**config.mk**
```make
export PLATFORM = sky130hd
export DESIGN_NAME = mmu_ptw
export DESIGN_NICKNAME = d
export VERILOG_FILES = /design/src/rtl/mmu_ptw.sv
export SDC_FILE = /design/constraint.sdc
export NUM_CORES = 1
export LEC_CHECK = 0
export CELL_PAD_IN_SITES_DETAIL_PLACEMENT = 1
export CELL_PAD_IN_SITES_GLOBAL_PLACEMENT = 2
export CORE_UTILIZATION = 35
export CTS_CLUSTER_DIAMETER = 80
export CTS_CLUSTER_SIZE = 20
export DETAILED_ROUTE_END_ITERATION = 8
export DONT_BUFFER_PORTS = 1
export GPL_ROUTABILITY_DRIVEN = 0
export GPL_TIMING_DRIVEN = 1
export PLACE_DENSITY = 0.76
export SLEW_MARGIN = 40
export SYNTH_ARGS = -nofsm -noshare
export SYNTH_HDL_FRONTEND = slang
export SYNTH_SLANG_ARGS = --single-unit
```
**constraint.sdc**
```tcl
create_clock -name clk -period 2.6 [get_ports clk]
set_clock_uncertainty 0.05 [all_clocks]
set_input_delay 0.39 -clock clk [delete_from_list [all_inputs] [get_ports clk]]
set_output_delay 0.39 -clock clk [all_outputs]
set_load 0.02 [all_outputs]
```
**src/rtl/mmu_ptw.sv**
```systemverilog
// ============================================================================
// mmu_ptw : Sv39 page-table walker, two requesters, one outstanding PTE read
// Rev 1.0
// ============================================================================
`default_nettype none
`timescale 1ns/1ps

module mmu_ptw (
  input  logic         clk,
  input  logic         rst,
  input  logic [43:0]  satp_ppn,
  input  logic [1:0]   req_valid,
  input  logic [127:0] req_va,
  output logic [1:0]   req_ready,
  input  logic         flush,
  output logic         mem_req_valid,
  input  logic         mem_req_ready,
  output logic [63:0]  mem_addr,
  input  logic         mem_rvalid,
  input  logic [63:0]  mem_rdata,
  output logic         resp_valid,
  output logic         resp_id,
  output logic [63:0]  resp_pte,
  output logic [1:0]   resp_level,
  output logic         resp_fault
);

  typedef enum logic [2:0] {
    IDLE     = 3'd0,
    MEM_REQ  = 3'd1,
    MEM_WAIT = 3'd2,
    RESP     = 3'd3,
    DRAIN    = 3'd4
  } state_e;

  state_e      state_q;
  logic        prio_q;
  logic        id_q;
  logic [26:0] vpn_q;
  logic [1:0]  level_q;
  logic        mem_req_valid_q;
  logic [63:0] mem_addr_q;
  logic        resp_valid_q;
  logic        resp_id_q;
  logic [63:0] resp_pte_q;
  logic [1:0]  resp_level_q;
  logic        resp_fault_q;

  function automatic logic [8:0] vpn_sel(input logic [26:0] vpn, input logic [1:0] lvl);
    case (lvl)
      2'd2:    return vpn[26:18];
      2'd1:    return vpn[17:9];
      default: return vpn[8:0];
    endcase
  endfunction

  function automatic logic [63:0] pte_addr(input logic [43:0] ppn, input logic [8:0] vpn);
    return {8'b0, ppn, 12'b0} + {52'b0, vpn, 3'b0};
  endfunction

  // Tie goes to prio_q, which always names the loser of the previous grant.
  always_comb begin
    req_ready = 2'b00;
    if (state_q == IDLE && !flush) begin
      if (&req_valid) req_ready = prio_q ? 2'b10 : 2'b01;
      else            req_ready = req_valid;
    end
  end

  logic        gnt;
  logic        gnt_id;
  logic [63:0] gnt_va;
  logic        canon_ok;
  assign gnt      = |req_ready;
  assign gnt_id   = req_ready[1];
  assign gnt_va   = gnt_id ? req_va[127:64] : req_va[63:0];
  assign canon_ok = (&gnt_va[63:38]) | ~(|gnt_va[63:38]);

  logic       pte_v, pte_r, pte_w, pte_x;
  logic       pte_leaf, pte_bad, pte_misal, pte_fault;
  logic [1:0] level_d;
  assign pte_v     = mem_rdata[0];
  assign pte_r     = mem_rdata[1];
  assign pte_w     = mem_rdata[2];
  assign pte_x     = mem_rdata[3];
  assign pte_leaf  = pte_r | pte_x;
  assign pte_bad   = !pte_v || (!pte_r && pte_w);
  assign pte_misal = (level_q == 2'd2 && |mem_rdata[27:10]) ||
                     (level_q == 2'd1 && |mem_rdata[18:10]);
  assign pte_fault = pte_bad || (pte_leaf && pte_misal) || (!pte_leaf && level_q == 2'd0);
  assign level_d   = level_q - 2'd1;

  always_ff @(posedge clk) begin
    if (rst) begin
      state_q         <= IDLE;
      prio_q          <= 1'b0;
      id_q            <= 1'b0;
      vpn_q           <= '0;
      level_q         <= 2'd0;
      mem_req_valid_q <= 1'b0;
      mem_addr_q      <= '0;
      resp_valid_q    <= 1'b0;
      resp_id_q       <= 1'b0;
      resp_pte_q      <= '0;
      resp_level_q    <= 2'd0;
      resp_fault_q    <= 1'b0;
    end else begin
      resp_valid_q <= 1'b0;
      case (state_q)
        IDLE: begin
          if (gnt) begin
            id_q    <= gnt_id;
            vpn_q   <= gnt_va[38:12];
            level_q <= 2'd2;
            prio_q  <= ~gnt_id;
            if (!canon_ok) begin
              resp_valid_q <= 1'b1;
              resp_id_q    <= gnt_id;
              resp_pte_q   <= '0;
              resp_level_q <= 2'd2;
              resp_fault_q <= 1'b1;
              state_q      <= RESP;
            end else begin
              mem_addr_q      <= pte_addr(satp_ppn, gnt_va[38:30]);
              mem_req_valid_q <= 1'b1;
              state_q         <= MEM_REQ;
            end
          end
        end
        MEM_REQ: begin
          // A read already handed to memory must be drained before reuse.
          if (flush) begin
            mem_req_valid_q <= 1'b0;
            state_q         <= mem_req_ready ? DRAIN : IDLE;
          end else if (mem_req_ready) begin
            mem_req_valid_q <= 1'b0;
            state_q         <= MEM_WAIT;
          end
        end
        MEM_WAIT: begin
          if (mem_rvalid) begin
            if (flush) begin
              state_q <= IDLE;
            end else if (pte_fault || pte_leaf) begin
              resp_valid_q <= 1'b1;
              resp_id_q    <= id_q;
              resp_pte_q   <= pte_fault ? 64'd0 : mem_rdata;
              resp_level_q <= level_q;
              resp_fault_q <= pte_fault;
              state_q      <= RESP;
            end else begin
              level_q         <= level_d;
              mem_addr_q      <= pte_addr(mem_rdata[53:10], vpn_sel(vpn_q, level_d));
              mem_req_valid_q <= 1'b1;
              state_q         <= MEM_REQ;
            end
          end else if (flush) begin
            state_q <= DRAIN;
          end
        end
        RESP:    state_q <= IDLE;
        DRAIN:   if (mem_rvalid) state_q <= IDLE;
        default: state_q <= IDLE;
      endcase
    end
  end

  assign mem_req_valid = mem_req_valid_q;
  assign mem_addr      = mem_addr_q;
  assign resp_valid    = resp_valid_q;
  assign resp_id       = resp_id_q;
  assign resp_pte      = resp_pte_q;
  assign resp_level    = resp_level_q;
  assign resp_fault    = resp_fault_q;

endmodule

`default_nettype wire

```
==> flow_summary.json <==
{
  "regArea_um2": 3140,
  "ys_types": 52,
  "drtIter0Drc": 377,
  "cts-root-buf": "clkbuf_16",
  "cp_slowest_stage_delay_ns": 0.42,
  "final_hold_viol_count": 0,
  "cts_tree": "yes",
  "num_antenna_cells": 0,
  "die_x_um": 147,
  "final_common_cell": "dfxtp_1",
  "ctsHtreeMaxLevel": 4,
  "synth_seq_cells": 157,
  "final_cell_mix": "dfxtp_1 (157), nand2_1 (106), a21oi_1 (66)",
  "status": "finished, final reports clean",
  "peakVddDrop_uv": 458,
  "critPathLaunchType": "flip-flop",
  "utilization_pct": 40.0,
  "critPathArrivalTime_ns": 2.64,
  "grt_usage_pct": 24.6,
  "cts_sinks": 157,
  "dieArea_um2": 21500,
  "grt_pass1_vias": 7064,
  "cts_buffer_depth": 2,
  "multiInputGateArea_um2": 3740,
  "yosysTopAreaCell": "dfxtp_1",
  "tns_ns": 0,
  "clock.fmax_mhz": 419,
  "cts_made_buffers": 17,
  "cap_violations": 0,
  "cts.clk_slew.worst_paths_ns": 0.07,
  "setup_viol_count_final": 0,
  "hpwlAfterDp_um": 18400,
  "syn_area_um2": 7310,
  "yosys.area.top_type_share_pct": 43.0,
  "rsz0062_at_grt": "no",
  "n_fill_cell": 2326,
  "fin_crit_ns": 2.39,
  "core_area_um2": 20400,
  "initial_core_util_pct": 35.9,
  "worstSetupEndpointType": "flip-flop",
  "synth_area_leaders": "dfxtp_1 (43%), and4_1 (5.9%), nand2_1 (5.5%)",
  "grt_pass1_wl_um": 40900,
  "worst_pin_slew_ns": 0.591,
  "regToRegStartpoint": "state_q[2]",
  "synth_edf_count": 0,
  "fp.dieH_um": 147,
  "min_period_over_period_pct": 91.8,
  "slowest_stage": "or3_1",
  "wl_per_cell_um": 25.2,
  "first_pass_iters": 5,
  "cp_top_family": "simple AND/OR/NAND/NOR gates",
  "hp-class": "primary input to flip-flop",
  "drc": 0,
  "syn_inst": 820,
  "worstSetupStartpoint": "state_q[2]",
  "grt-ovfl-total": 0,
  "hold_path_startpoint": "mem_rdata[13]",
  "antenna_found_initial": 0,
  "io_pins": 379,
  "crit_required_ns": 2.85,
  "num_vias": 6794,
  "syn_to_final_growth_pct": 11.6,
  "final_max_slew_viol_count": 0,
  "drive_above_1_share_pct": 16.5,
  "vias_per_cell": 6.40,
  "num_rows": 52,
  "crit_chain": "or3_1, nor3_2, o21a_1, o31a_2, buf_4, and2_1, o21ai_0",
  "async_flop_share_pct": 0,
  "powerDensity_nw_per_um2": 1070,
  "fin_nets": 1026,
  "synth_ff_type": "dfxtp_1",
  "yosysSeqAreaShare_pct": 43.0,
  "worstPathMaxFanout": 33,
  "ant_nets": 0,
  "port_buffers": 0,
  "wirelength_um": 26800,
  "slew_headroom_pct": 60.5,
  "crit_buf_inv": 1,
  "syn_area_per_cell_um2": 8.92,
  "leakagePower_nw": 2.97,
  "path_class": "flip-flop to flip-flop",
  "grt_max_degree": 68,
  "ys_warn_count": 0,
  "clk_latency_ns": 0.43
}
[per-layer routing]
metal | global-route usage [%] | routed length [um] | vias up
met5 | 0 | 0 | -
met4 | 9.58 | 750 | 0
met3 | 7.00 | 2100 | 48
met2 | 42.2 | 13500 | 297
met1 | 28.9 | 10500 | 3384
li1 | - | - | 3065
[stage by stage]
stage | hold slack (ns) | area [um2] | std cells | setup WS (ns) | total power [mW]
floorplan | 0.418 | 7350 | 830 | 0.396 | 5.26
global placement | 0.434 | 7530 | 1028 | 0.141 | 6.05
detailed placement | 0.441 | 7530 | 1028 | 0.0380 | 6.18
CTS | 0.0574 | 8160 | 1062 | 0.203 | 8.77
global route | 0.0604 | 8160 | 1062 | 0.0397 | 9.17
finish | 0.0748 | 8160 | 1062 | 0.213 | 8.70
[worst paths after layout]
kind	endpoint	slack, ns	cells after the start
worst max register to register	resp_pte[3]	0.21	7
worst max-delay path	resp_pte[3]	0.21	7
worst min-delay path	mem_addr[15]	0.07	2
worst min register to register	vpn_q[20]	0.46	2
[cell families (layout without fill, tap and decap cells)]
| family | count (synthesis) | in the layout | share of synthesized area, % |
|---|---|---|---|
| AOI/OAI and AO/OA | 254 | 254 | 26.1 |
| adders and majority gates | 4 | 4 | 0.685 |
| buffers and inverters | 105 | 67 | 6.62 |
| DFF | 157 | 157 | 43.0 |
| muxes | 10 | 10 | 1.37 |
| other | 1 | 11 | 0.0513 |
| and+or+nand+nor | 289 | 289 | 22.2 |
[sequential cells by signal, summed over array words and instances (netlist names), 2 cells and up]
signal,count
resp_pte,64
state_q,3
vpn_q,27
level_q,2
mem_addr,53
resp_level,2
[timing repair]
action                                  in CTS  in global routing
hold buffers                                 2                  0
endpoints found under the hold margin       67                  0
endpoints found under the setup margin       0                  0
setup buffers                                0                  0
resized for setup                            0                  0
[layout make-up]
type,instances,area share [%]
multi-input cells,568,45.9
flip-flops and latches,157,38.5
clock buffers,18,5.26
well taps,270,4.14
repair buffers,29,3.96
clock inverters,14,1.95
inverters,6,0.276
[synth_stat cells (2+ instances only)]
cell        n
and3_1      2
a222oi_1   18
nor2b_1     2
o21a_1      2
nand3_1     3
or3_1       5
mux2i_1    10
o22ai_1     3
o21ai_0    15
nor4_1     13
buf_2      21
clkbuf_2    6
or4_1       5
a31o_2     44
a22o_1     12
dfxtp_1   157
a21oi_1    66
a31o_1     17
a211oi_1   21
nand2_1   107
nor3_1      6
inv_1       5
buf_1       2
nand2b_1    3
nand4_1    26
and4_2     12
buf_4      15
and2_1      3
a311oi_1   45
ha_1        4
and4_1     49
nor2_1     46
nor3_2      2
clkbuf_1   55
[report_power, final]
group | internal, mW | leakage, nW | total (mW) | switching (mW)
combinational | 0.906 | 1.41 | 2.80 | 1.89
sequential | 2.76 | 1.27 | 3.35 | 0.590
clock | 1.44 | 0.282 | 2.55 | 1.11
total | 5.11 | 2.97 | 8.70 | 3.59
Note: power is estimated with default switching activity, not from simulation.
